===== src/rtl/pipe_sequencer_pkg.sv =====
// Shared types for the pipeline sequencer: FSM state enum and the PCSrc
// encodings also used by the ID-stage decoder.
package pipe_seq_pkg;

    typedef enum logic [1:0] {
        RUN      = 2'd0,
        MEM_WAIT = 2'd1,
        IRQ_HOLD = 2'd2
    } seq_state_e;

    localparam logic [2:0] PCSRC_SEQ = 3'd0;
    localparam logic [2:0] PCSRC_BR  = 3'd1;
    localparam logic [2:0] PCSRC_J   = 3'd2;
    localparam logic [2:0] PCSRC_JR  = 3'd3;
    localparam logic [2:0] PCSRC_IRQ = 3'd4;
    localparam logic [2:0] PCSRC_EXC = 3'd5;

endpackage


===== src/rtl/pipe_sequencer_if.sv =====
// Hazard/event inputs and stall/flush/interrupt outputs of the sequencer.
// master = sequencer side, slave = pipeline side.
interface pipe_seq_if;

    logic [4:0]  id_rs;
    logic [4:0]  id_rt;
    logic        id_uses_rt;
    logic [2:0]  id_pcsrc;
    logic        ex_memrd;
    logic [4:0]  ex_rt;
    logic        ex_br_taken;
    logic        mem_busy;
    logic        irq_in;
    logic        pc31_id;

    logic        stall_if;
    logic        stall_id;
    logic        stall_ex;
    logic        stall_mem;
    logic        flush_id;
    logic        flush_ex;
    logic        irq_take;
    logic        irq_pend;
    logic [31:0] stall_cnt;
    logic [31:0] flush_cnt;

    modport master (
        input  id_rs, id_rt, id_uses_rt, id_pcsrc, ex_memrd, ex_rt,
               ex_br_taken, mem_busy, irq_in, pc31_id,
        output stall_if, stall_id, stall_ex, stall_mem, flush_id, flush_ex,
               irq_take, irq_pend, stall_cnt, flush_cnt
    );

    modport slave (
        output id_rs, id_rt, id_uses_rt, id_pcsrc, ex_memrd, ex_rt,
               ex_br_taken, mem_busy, irq_in, pc31_id,
        input  stall_if, stall_id, stall_ex, stall_mem, flush_id, flush_ex,
               irq_take, irq_pend, stall_cnt, flush_cnt
    );

endinterface


===== src/rtl/pipe_sequencer_hazard_detect.sv =====
// Load-use hazard compare between the load in EX and the source
// registers of the instruction in ID.
module hazard_detect (
    input  logic [4:0] id_rs_i,
    input  logic [4:0] id_rt_i,
    input  logic       id_uses_rt_i,
    input  logic       ex_memrd_i,
    input  logic [4:0] ex_rt_i,
    output logic       lu_o
);

    // $zero is never a real dependency
    assign lu_o = ex_memrd_i && (ex_rt_i != 5'd0) &&
                  ((ex_rt_i == id_rs_i) || (id_uses_rt_i && (ex_rt_i == id_rt_i)));

endmodule


===== src/rtl/pipe_sequencer.sv =====
// Pipeline sequencing controller: stall/flush strobes, pending-interrupt latch
// and interrupt-take timing. Define PIPE_SEQ_PERF_EN to build the perf counters.
module pipe_sequencer
    import pipe_seq_pkg::*;
#(
    parameter int unsigned HOLDOFF = 3
) (
    input  logic        clk,
    input  logic        reset,
    pipe_seq_if.master  pif
);

    seq_state_e state_q, state_d;
    logic [3:0] hold_q, hold_d;
    logic       irq_pend_q, irq_pend_d;
    logic       lu;

    logic stall_if, stall_id, stall_ex, stall_mem;
    logic flush_id, flush_ex, irq_take;

    hazard_detect u_hazard (
        .id_rs_i      (pif.id_rs),
        .id_rt_i      (pif.id_rt),
        .id_uses_rt_i (pif.id_uses_rt),
        .ex_memrd_i   (pif.ex_memrd),
        .ex_rt_i      (pif.ex_rt),
        .lu_o         (lu)
    );

    always_ff @(posedge clk or negedge reset) begin
        if (!reset) begin
            state_q    <= RUN;
            hold_q     <= '0;
            irq_pend_q <= 1'b0;
        end else begin
            state_q    <= state_d;
            hold_q     <= hold_d;
            irq_pend_q <= irq_pend_d;
        end
    end

    always_comb begin
        state_d   = state_q;
        hold_d    = hold_q;
        stall_if  = 1'b0;
        stall_id  = 1'b0;
        stall_ex  = 1'b0;
        stall_mem = 1'b0;
        flush_id  = 1'b0;
        flush_ex  = 1'b0;
        irq_take  = 1'b0;

        if (pif.mem_busy) begin
            stall_if  = 1'b1;
            stall_id  = 1'b1;
            stall_ex  = 1'b1;
            stall_mem = 1'b1;
            // IRQ_HOLD is kept with its counter frozen rather than entering MEM_WAIT
            if (state_q == RUN) state_d = MEM_WAIT;
        end else begin
            if (state_q == MEM_WAIT) begin
                state_d = RUN;
            end else if (state_q == IRQ_HOLD) begin
                hold_d = hold_q - 4'd1;
                if (hold_q <= 4'd1) begin
                    state_d = RUN;
                    hold_d  = '0;
                end
            end

            if (pif.ex_br_taken) begin
                flush_id = 1'b1;
                flush_ex = 1'b1;
            end else if (lu) begin
                stall_if = 1'b1;
                stall_id = 1'b1;
                flush_ex = 1'b1;
            end else if (pif.id_pcsrc == PCSRC_J || pif.id_pcsrc == PCSRC_JR) begin
                flush_id = 1'b1;
            end else if (state_q == RUN && irq_pend_q && !pif.pc31_id &&
                         pif.id_pcsrc != PCSRC_BR) begin
                irq_take = 1'b1;
                flush_id = 1'b1;
                state_d  = IRQ_HOLD;
                hold_d   = 4'(HOLDOFF);
            end
        end

        irq_pend_d = !irq_take && (irq_pend_q || (pif.irq_in && !pif.pc31_id));
    end

    assign pif.stall_if  = stall_if;
    assign pif.stall_id  = stall_id;
    assign pif.stall_ex  = stall_ex;
    assign pif.stall_mem = stall_mem;
    assign pif.flush_id  = flush_id;
    assign pif.flush_ex  = flush_ex;
    assign pif.irq_take  = irq_take;
    assign pif.irq_pend  = irq_pend_q;

`ifdef PIPE_SEQ_PERF_EN
    logic [31:0] stall_cnt_q, flush_cnt_q;

    always_ff @(posedge clk or negedge reset) begin
        if (!reset) begin
            stall_cnt_q <= '0;
            flush_cnt_q <= '0;
        end else begin
            if (stall_if)             stall_cnt_q <= stall_cnt_q + 32'd1;
            if (flush_id || flush_ex) flush_cnt_q <= flush_cnt_q + 32'd1;
        end
    end

    assign pif.stall_cnt = stall_cnt_q;
    assign pif.flush_cnt = flush_cnt_q;
`else
    assign pif.stall_cnt = '0;
    assign pif.flush_cnt = '0;
`endif

endmodule


===== src/flat_wrapper.sv =====
// flat-port wrapper written by rule: the top's interface ports become plain ports
module pipe_sequencer_flat import pipe_seq_pkg::*;
#(
    parameter int unsigned HOLDOFF = 3
)
  (clk, reset, pif_id_rs, pif_id_rt, pif_id_uses_rt, pif_id_pcsrc, pif_ex_memrd, pif_ex_rt, pif_ex_br_taken, pif_mem_busy, pif_irq_in, pif_pc31_id, pif_stall_if, pif_stall_id, pif_stall_ex, pif_stall_mem, pif_flush_id, pif_flush_ex, pif_irq_take, pif_irq_pend, pif_stall_cnt, pif_flush_cnt);
  pipe_seq_if pif_i ();
  input  logic clk;
  input  logic reset;
  input wire logic [$bits(pif_i.id_rs)-1:0] pif_id_rs;
  input wire logic [$bits(pif_i.id_rt)-1:0] pif_id_rt;
  input wire logic [$bits(pif_i.id_uses_rt)-1:0] pif_id_uses_rt;
  input wire logic [$bits(pif_i.id_pcsrc)-1:0] pif_id_pcsrc;
  input wire logic [$bits(pif_i.ex_memrd)-1:0] pif_ex_memrd;
  input wire logic [$bits(pif_i.ex_rt)-1:0] pif_ex_rt;
  input wire logic [$bits(pif_i.ex_br_taken)-1:0] pif_ex_br_taken;
  input wire logic [$bits(pif_i.mem_busy)-1:0] pif_mem_busy;
  input wire logic [$bits(pif_i.irq_in)-1:0] pif_irq_in;
  input wire logic [$bits(pif_i.pc31_id)-1:0] pif_pc31_id;
  output wire logic [$bits(pif_i.stall_if)-1:0] pif_stall_if;
  output wire logic [$bits(pif_i.stall_id)-1:0] pif_stall_id;
  output wire logic [$bits(pif_i.stall_ex)-1:0] pif_stall_ex;
  output wire logic [$bits(pif_i.stall_mem)-1:0] pif_stall_mem;
  output wire logic [$bits(pif_i.flush_id)-1:0] pif_flush_id;
  output wire logic [$bits(pif_i.flush_ex)-1:0] pif_flush_ex;
  output wire logic [$bits(pif_i.irq_take)-1:0] pif_irq_take;
  output wire logic [$bits(pif_i.irq_pend)-1:0] pif_irq_pend;
  output wire logic [$bits(pif_i.stall_cnt)-1:0] pif_stall_cnt;
  output wire logic [$bits(pif_i.flush_cnt)-1:0] pif_flush_cnt;
  assign pif_i.id_rs = pif_id_rs;
  assign pif_i.id_rt = pif_id_rt;
  assign pif_i.id_uses_rt = pif_id_uses_rt;
  assign pif_i.id_pcsrc = pif_id_pcsrc;
  assign pif_i.ex_memrd = pif_ex_memrd;
  assign pif_i.ex_rt = pif_ex_rt;
  assign pif_i.ex_br_taken = pif_ex_br_taken;
  assign pif_i.mem_busy = pif_mem_busy;
  assign pif_i.irq_in = pif_irq_in;
  assign pif_i.pc31_id = pif_pc31_id;
  assign pif_stall_if = pif_i.stall_if;
  assign pif_stall_id = pif_i.stall_id;
  assign pif_stall_ex = pif_i.stall_ex;
  assign pif_stall_mem = pif_i.stall_mem;
  assign pif_flush_id = pif_i.flush_id;
  assign pif_flush_ex = pif_i.flush_ex;
  assign pif_irq_take = pif_i.irq_take;
  assign pif_irq_pend = pif_i.irq_pend;
  assign pif_stall_cnt = pif_i.stall_cnt;
  assign pif_flush_cnt = pif_i.flush_cnt;
  pipe_sequencer #(.HOLDOFF(HOLDOFF)) u_core (.clk(clk), .reset(reset), .pif(pif_i));
endmodule

===== config.mk =====
export PLATFORM = sky130hd
export DESIGN_NAME = pipe_sequencer_flat
export DESIGN_NICKNAME = d
export VERILOG_FILES = /design/src/rtl/pipe_sequencer_pkg.sv /design/src/rtl/pipe_sequencer_if.sv /design/src/rtl/pipe_sequencer_hazard_detect.sv /design/src/rtl/pipe_sequencer.sv /design/src/flat_wrapper.sv
export SDC_FILE = /design/constraint.sdc
export NUM_CORES = 1
export LEC_CHECK = 0
export ABC_CLOCK_PERIOD_IN_PS = 2000
export CORE_MARGIN = 10
export CORE_UTILIZATION = 30
export DETAILED_ROUTE_END_ITERATION = 12
export PLACE_DENSITY = 0.8
export SYNTH_ARGS = -nofsm -noshare
export SYNTH_HDL_FRONTEND = slang
export SYNTH_SLANG_ARGS = --single-unit

===== constraint.sdc =====
create_clock -name clk -period 2 [get_ports clk]
set_input_delay 0.5 -clock clk [delete_from_list [all_inputs] [get_ports clk]]
set_output_delay 0.5 -clock clk [all_outputs]
set_load 0.03 [all_outputs]

==> results.json, run 1 <==
{
  "cts-root-buf": "clkbuf_8",
  "critPathSlowestCell": "or4_4",
  "drive_gt1_share_pct": 32.2,
  "grt_usage_pct": 8.67,
  "synth_ff_type": "dfrtp_1",
  "rows": 22,
  "worst_slack_ns": -0.266,
  "ios": 98,
  "min_period_ns": 2.27,
  "clk_pin_slew_ns": 0.04,
  "cp_common_cell": "buf_6",
  "gp_congestion": 0.708,
  "timing.setup.tns_ns": -1.25,
  "synth_area_um2": 1190,
  "start_util_pct": 31.9,
  "grt_pass1_wl_um": 5130,
  "post_drt_wl_per_cell_um": 12.2,
  "postCtsHoldBufs": 0,
  "power_density_nw_per_um2": 714,
  "reg2regPathDepth": 6,
  "intPower_uw": 638,
  "hpwl_um": 2780,
  "cts_tree": "built",
  "ys_top_cells_by_area": "buf_4, dfrtp_1, xnor2_1, nor4_4, a211oi_1",
  "fp.dieArea_um2": 6910,
  "area_growth_pct": 38.6,
  "worst_clock_skew_ns": 0.00407,
  "critPathCaptureType": "primary output",
  "irDropWorstVdd_mv": 0.222,
  "switching_share_pct": 46.0,
  "avgSynthCellArea_um2": 8.24,
  "report.final.setup_viol": 5,
  "fp.dieH_um": 83.1,
  "combPwrFrac_pct": 60.1,
  "fin_crit_sh_pct": 113,
  "yosysTopAreaCell": "buf_4",
  "grt_start_max_net_pins": 9,
  "path_cells": "buf_6 -> or4_4 -> o21ai_4 -> nor2_4 -> a21o_4 -> buf_6",
  "cap_viol_max_count": 0,
  "yosys_warnings": 0,
  "grt_pass1_vias": 1135,
  "synth.yosys.seq_area_share_pct": 14.7,
  "cp_max_fo": 3,
  "r2r_setup_slack_ns": 0.18,
  "ys_ff_latch": 7,
  "power.share.clock_pct": 17.1,
  "status": "finished, violations left",
  "fin_nets": 240,
  "rsz0062_at_grt": "yes",
  "async_reset_ff_share_pct": 100,
  "clock_path_buffers": 2,
  "vias": 996,
  "routed_wl_um": 3150,
  "slowest_delay_ns": 0.55,
  "yosysTopAreaCellShare_pct": 42.1,
  "synth_edf_count": 0,
  "synth_cells": 145,
  "r2r-start": "u_core.state_q[0]",
  "hold_violations": 0,
  "fmax_mhz": 441,
  "p_seq_share_pct": 22.8,
  "drt_iter0_drc": 37,
  "regToRegEndpoint": "u_core.hold_q[3]",
  "p_switching_uw": 545,
  "power_leakage_uw": 0.000843,
  "overflow": 0,
  "die_w_um": 83.1,
  "yosysMostFrequentCell": "buf_4",
  "ant_nets": 0,
  "critPathBufInv": 2,
  "worst_hold_path_type": "input port to async pin",
  "utilization_pct": 44.3,
  "synthTopCellsByCount": "buf_4, xnor2_1, inv_1",
  "fillCellCount": 400,
  "crit_type": "input port to primary output",
  "clk_latency_ns": 0.23,
  "drc_errors": 0,
  "dr.pass1.iters": 4,
  "startpoint_type": "input port",
  "synth_cell_types": 37,
  "via_per_inst": 3.85,
  "cts_buffers": 3,
  "path_delay_family": "simple AND/OR/NAND/NOR gates",
  "cts_max_level": 1,
  "cp_data_required_time_ns": 1.50,
  "drv_slew": 0,
  "arrival_ns": 1.77,
  "violations": "setup timing",
  "diodes": 0,
  "clock-sinks": 7,
  "portBuffers": 33,
  "core_area_um2": 3740,
  "antenna_found_initial": 0
}
power groups by stage:
stage	Combinational, uW	Clock [uW]	Sequential (uW)
after floorplan	541	0	277
after global placement	658	0	268
final	711	202	270
after global routing	782	216	284
after CTS	705	209	270
after detailed placement	673	0	271
how the worst max path moves through the flow:
stage | slack [ns] | end | startpoint | cells after the start
2_1_floorplan | -0.17 | pif_stall_if | pif_ex_rt[0] | 5
3_3_place_gp | -0.61 | pif_flush_ex | pif_ex_rt[0] | 6
3_5_place_dp | -0.62 | pif_flush_ex | pif_ex_rt[2] | 6
4_1_cts | -0.25 | pif_stall_if | pif_ex_rt[0] | 6
5_1_grt | -0.33 | pif_irq_take | u_core.state_q[0] | 4
6_report | -0.27 | pif_stall_if | pif_ex_rt[0] | 6
through the flow:
stage / cells / area [um^2] / total power (uW) / worst slack, ns / hold slack [ns]
5_1_grt: 259 / 1660 / 1280 / -0.335 / 0.571
3_3_place_gp: 248 / 1530 / 926 / -0.607 / 0.556
3_5_place_dp: 248 / 1530 / 944 / -0.619 / 0.573
4_1_cts: 258 / 1640 / 1180 / -0.253 / 0.537
2_1_floorplan: 208 / 1470 / 818 / -0.170 / 0.204
6_report: 259 / 1660 / 1180 / -0.266 / 0.526
per-layer routing:
metal,vias up,track usage [%],wire length [um]
met5,-,0,0
met4,0,2.00,41
met3,4,5.66,428
met2,60,16.4,1720
met1,443,7.25,956
li1,489,-,-
state kept, by name (all words and copies together) (netlist names):
name / cells
u_core.state_q: 2
u_core.hold_q: 4
u_core.pif.irq_pend: 1
cells in the final DEF, fill, tap and decap left out, types with 7 or more instances in the layout:
cell,n
buf_6,8
dfrtp_1,7
inv_1,8
clkdlybuf4s50_1,7
dlygate4sd2_1,14
conb_1,64
buf_4,35
xnor2_1,10
cells by family after synthesis:
group                    share of synthesized area [%]
buffers and inverters                             45.0
AO/OA/AOI/OAI                                     15.0
AND/OR/NAND/NOR                                   14.7
XOR/XNOR                                          7.33
flip-flops                                        14.7
adder cells (fa/ha/maj)                           2.09
other                                            0.314
multiplexers                                     0.942
worst reg2reg max path: cells and delay by family, from the launching register on:
| kind | cells | cell delay (ns) |
|---|---|---|
| simple gates | 3 | 0.74 |
| flops | 1 | 0.37 |
| mux | 1 | 0.34 |
| buf+inv | 2 | 0.25 |
layout make-up:
cell class / count / area [um^2] / share of cell area, %
well taps: 48 / 60.1 / 3.63
clock buffers: 4 / 45.0 / 2.72
inverters: 8 / 30.0 / 1.81
flip-flops and latches: 7 / 175 / 10.6
multi-input cells: 125 / 786 / 47.4
repair buffers: 67 / 561 / 33.8
timing repair:
| action | 4_1_cts | 5_1_grt |
|---|---|---|
| cloned | 0 | 0 |
| setup buffers | 6 | 1 |
| gates resized for setup | 44 | 3 |
| pin swaps | 21 | 5 |
| endpoints found under the setup margin | 10 | 5 |
Power figures use the tool's default switching activity.
==> run 2: changes to the inputs <==
--- a/config.mk
+++ b/config.mk
@@ -6,6 +6,8 @@
 export NUM_CORES = 1
 export LEC_CHECK = 0
 export ABC_CLOCK_PERIOD_IN_PS = 2000
+export CAP_MARGIN = 25
+export CORE_ASPECT_RATIO = 0.7
 export CORE_MARGIN = 10
 export CORE_UTILIZATION = 30
 export DETAILED_ROUTE_END_ITERATION = 12
==> run 2 against run 1 <==
Net effect:
- largest power group unchanged
- register-to-register slack gained 0.04 ns
- global-route usage increased by 0.058 points
- first-iteration DRC count fell by 14%
- critical path type unchanged
- design area increased by 2.8%
- final cell count increased by 1.9%
- power hardly changed
- worst hold slack improved by 0.012 ns
- fmax fell by 1.2%
- utilization decreased by 0.31 points
- the run still ends with setup timing left
- sequential share of layout area fell by 0.29 points
- highest routed layer unchanged
- setup slack got worse by 0.027 ns
==> results.json, run 2 (synthesis results as in run 1) <==
{
  "status": "finished, violations left",
  "violations": "setup timing",
  "power.share.clock_pct": 16.1,
  "clk_pin_slew_ns": 0.04,
  "fin_nets": 241,
  "rsz0062_at_grt": "yes",
  "post_drt_wl_per_cell_um": 13.0,
  "overflow": 0,
  "arrival_ns": 1.79,
  "switching_share_pct": 45.9,
  "grt_pass1_wl_um": 5050,
  "irDropWorstVdd_mv": 0.374,
  "top_register": "u_core.hold_q",
  "startpoint_type": "input port",
  "dr.pass1.iters": 4,
  "clock_path_buffers": 2,
  "rows": 19,
  "fmax_mhz": 436,
  "fp.dieH_um": 72.8,
  "largest_register_ffs": 4,
  "cts_tree": "built",
  "intPower_uw": 641,
  "cp_data_required_time_ns": 1.50,
  "diodes": 0,
  "p_switching_uw": 542,
  "final_common_cell": "conb_1",
  "hpwl_um": 2830,
  "p_seq_share_pct": 22.6,
  "cp_max_fo": 3,
  "drc_errors": 0,
  "power_leakage_uw": 0.000870,
  "final_cells": 264,
  "drive_gt1_share_pct": 34.0,
  "drv_slew": 0,
  "worst_slack_ns": -0.293,
  "cap_viol_max_count": 0,
  "routed_wl_um": 3420,
  "hold_violations": 0,
  "critPathCaptureType": "primary output",
  "worst_clock_skew_ns": 0.00213,
  "cts-root-buf": "clkbuf_8",
  "clk_latency_ns": 0.22,
  "pre_cts_ws_ns": -0.660,
  "start_util_pct": 30.8,
  "ios": 98,
  "combPwrFrac_pct": 61.3,
  "fin_crit_sh_pct": 115,
  "dp_cells": 250,
  "power_density_nw_per_um2": 695,
  "cts_buffers": 3,
  "min_period_ns": 2.29,
  "fp.dieArea_um2": 6950,
  "via_per_inst": 3.74,
  "ant_nets": 0,
  "crit_type": "input port to primary output",
  "postCtsHoldBufs": 0,
  "vias": 988,
  "drt_iter0_drc": 32,
  "clock-sinks": 7,
  "timing.setup.tns_ns": -1.27,
  "cts_max_level": 1,
  "portBuffers": 33,
  "report.final.setup_viol": 5,
  "grt_start_max_net_pins": 9,
  "area_growth_pct": 42.5,
  "most-common-layout-cells": "conb_1, buf_4, dlygate4sd2_1",
  "worst_hold_path_type": "input port to async pin",
  "antenna_found_initial": 0,
  "grt_usage_pct": 8.72,
  "grt_pass1_vias": 1099,
  "die_w_um": 95.4,
  "gp_congestion": 0.860,
  "core_area_um2": 3870
}
-- run 2: what timing repair did --
action / CTS / global route
endpoints found under the setup margin: 11 / 7
gates cloned: 0 / 0
setup buffers: 8 / 3
pin swaps: 21 / 11
hold endpoints to repair: 0 / 0
gates resized for setup: 46 / 12
-- run 2: power groups by stage --
stage               clock, uW  combinational (uW)  sequential [uW]
finish                    190                 725              268
global route              207                 794              279
CTS                       195                 701              267
detailed placement          0                 682              269
global placement            0                 663              266
floorplan                   0                 541              277
-- run 2: layout make-up --
cell class	count	area [um^2]
repair buffers	68	587
fillers	396	2170
clock buffers	4	45.0
multi-input cells	125	801
well taps	52	65.1
inverters	8	30.0
flip-flops and latches	7	175
-- run 2: layer usage --
metal | global-route usage, % | routed length (um) | up-vias
li1 | - | - | 490
met1 | 7.82 | 1140 | 459
met2 | 18.0 | 2030 | 35
met3 | 2.67 | 219 | 4
met4 | 2.61 | 38 | 0
met5 | 0 | 0 | -
-- run 2: path summary, 6_finish.rpt --
kind,from,end,slack (ns),depth (start not counted)
setup / recovery,pif_ex_rt[0],pif_flush_ex,-0.29,6
hold / removal,reset,u_core.hold_q[2],0.54,1
setup reg to reg,u_core.state_q[1],u_core.hold_q[2],0.22,5
hold reg to reg,u_core.state_q[0],u_core.state_q[0],0.59,3
max in group asynchronous,reset,u_core.pif.irq_pend,1.23,1
min in group clk,u_core.state_q[0],u_core.state_q[0],0.59,3
-- run 2: worst max-delay path, stage by stage --
cell and delay [ns]:
buf_6 0.09, or4_4 0.56, o21ai_4 0.23, nor2_2 0.06
a22o_4 0.22, buf_6 0.13
-- run 2: through the flow --
stage | power (uW) | utilization [%] | cell area [um^2] | hold WS [ns]
4_1_cts | 1160 | 42.6 | 1650 | 0.544
3_3_place_gp | 929 | 39.3 | 1520 | 0.558
6_report | 1180 | 43.9 | 1700 | 0.538
3_5_place_dp | 951 | 39.3 | 1520 | 0.584
2_1_floorplan | 818 | - | 1470 | 0.204
5_1_grt | 1280 | 43.9 | 1700 | 0.559
==> run 3: changes to the inputs <==
==> constraint.sdc (replaced) <==
create_clock -name clk -period 2 [get_ports clk]
set_input_delay 0.5 -clock clk [delete_from_list [all_inputs] [get_ports clk]]
set_output_delay 0.5 -clock clk [all_outputs]
set_load 0.02 [all_outputs]
==> run 3 against run 2 <==
Net effect:
- the run still ends with setup timing left
- non-clock buffer count fell by 4
- register-to-register slack improved by 0.04 ns
- fmax increased by 0.45%
- wire length grew 4.6%
- worst hold slack lost 0.0063 ns
- setup slack improved by 0.010 ns
- final cell count is 1.5% lower
==> results.json, run 3 (synthesis results as in run 1) <==
{
  "cp_max_fo": 2,
  "clk_pin_slew_ns": 0.05,
  "crit_type": "input port to primary output",
  "critPathCaptureType": "primary output",
  "grt_pass1_wl_um": 5060,
  "fp.dieArea_um2": 6950,
  "gp_congestion": 0.826,
  "status": "finished, violations left",
  "hold_violations": 0,
  "drc_errors": 0,
  "p_total_uw": 1180,
  "ant_nets": 0,
  "drt_iter0_drc": 57,
  "fp.dieH_um": 72.8,
  "cts_tree": "built",
  "diodes": 0,
  "cp_data_required_time_ns": 1.50,
  "grt_start_max_net_pins": 9,
  "dr.pass1.iters": 4,
  "hpwl_um": 2850,
  "pre_cts_ws_ns": -1.13,
  "rows": 19,
  "drive_gt1_share_pct": 35.1,
  "clock-sinks": 7,
  "final_cells": 260,
  "most-common-layout-cells": "conb_1, buf_4, buf_6",
  "largest_register_ffs": 4,
  "power_density_nw_per_um2": 689,
  "post_drt_wl_per_cell_um": 13.8,
  "clock_path_buffers": 2,
  "fin_nets": 237,
  "ios": 98,
  "vias": 1018,
  "overflow": 0,
  "area_growth_pct": 43.2,
  "min_period_ns": 2.28,
  "clk_latency_ns": 0.23,
  "final_common_cell": "conb_1",
  "path_cells": "clkdlybuf4s50_1 -> o21ba_4 -> nor4_4 -> a21boi_2 -> buf_6",
  "cap_viol_max_count": 0,
  "worst_hold_path_type": "input port to async pin",
  "die_w_um": 95.4,
  "report.final.setup_viol": 5,
  "grt_pass1_vias": 1081,
  "drv_slew": 0,
  "cts-root-buf": "clkbuf_8",
  "slowest_delay_ns": 0.48,
  "cts_buffers": 3,
  "irDropWorstVdd_mv": 0.263,
  "critPathSlowestCell": "clkdlybuf4s50_1",
  "via_per_inst": 3.92,
  "dp_cells": 248,
  "rsz0062_at_grt": "yes",
  "fillCellCount": 423,
  "violations": "setup timing",
  "worst_clock_skew_ns": 0.00709,
  "fin_crit_sh_pct": 114,
  "grt_usage_pct": 9.09,
  "portBuffers": 33,
  "power_leakage_uw": 0.000859,
  "startpoint_type": "input port",
  "hold_slack_ns": 0.532,
  "start_util_pct": 30.8,
  "arrival_ns": 1.78,
  "core_area_um2": 3870,
  "routed_wl_um": 3580,
  "antenna_found_initial": 0,
  "fmax_mhz": 438,
  "worst_slack_ns": -0.283,
  "top_register": "u_core.hold_q",
  "cts_max_level": 1
}
-- run 3: cell types whose count changed in the layout (fill, tap and decap cells not counted), sizes merged --
cell           change
clkbuf             +1
dlygate4sd2        -4
buf                -5
dlymetal6s2s       -1
clkdlybuf4s15      +3
clkdlybuf4s50      +2
-- run 3: cell type report --
type,count,area [um^2],share of cell area [%]
sequential,7,175,10.2
inverter,8,30.0,1.75
timing repair buffer,64,562,32.8
multi-input combinational,125,835,48.8
clock buffer,4,45.0,2.63
tap,52,65.1,3.80
-- run 3: worst paths after layout --
path,from,to,slack [ns],cells after the start
min reg2reg,u_core.state_q[1],u_core.state_q[0],0.57,2
max,pif_id_pcsrc[2],pif_irq_take,-0.28,5
min in group clk,u_core.state_q[1],u_core.state_q[0],0.57,2
min,reset,u_core.hold_q[0],0.53,1
max reg2reg,u_core.state_q[0],u_core.hold_q[2],0.26,5
max in group asynchronous,reset,u_core.pif.irq_pend,1.22,1
-- run 3: report_power, final --
| group | internal [uW] | leakage (uW) | switching, uW |
|---|---|---|---|
| Combinational | 307 | 0.000750 | 397 |
| Sequential | 201 | 0.0000865 | 70.8 |
| Clock | 138 | 0.0000228 | 66.0 |
-- run 3: through the flow --
stage               area (um^2)  setup TNS [ns]  utilization (%)
floorplan                  1450          -0.568                -
global placement           1510           -7.40             38.9
detailed placement         1510           -7.73             38.9
CTS                        1620           -1.25             41.8
global route               1710           -1.43             44.2
finish                     1710           -1.19             44.2
-- run 3: timing repair --
item                                    CTS  global route
gates resized for setup                  82            22
pin swaps                                24            11
setup buffers                             6             3
hold buffers                              0             0
endpoints found under the setup margin   11            10
-- run 3: routing by layer --
layer	part of all wire [%]	global-route usage (%)
met1	34	8.36
met2	57	18.0
met3	7.4	2.16
met4	1.5	4.73
met5	0	0
-- run 3: critical path: cells and delay by family --
kind                   cells  cell delay [ns]
buffers and inverters      2             0.61
AND/OR/NAND/NOR            1             0.28
AO/OA/AOI/OAI              2             0.40
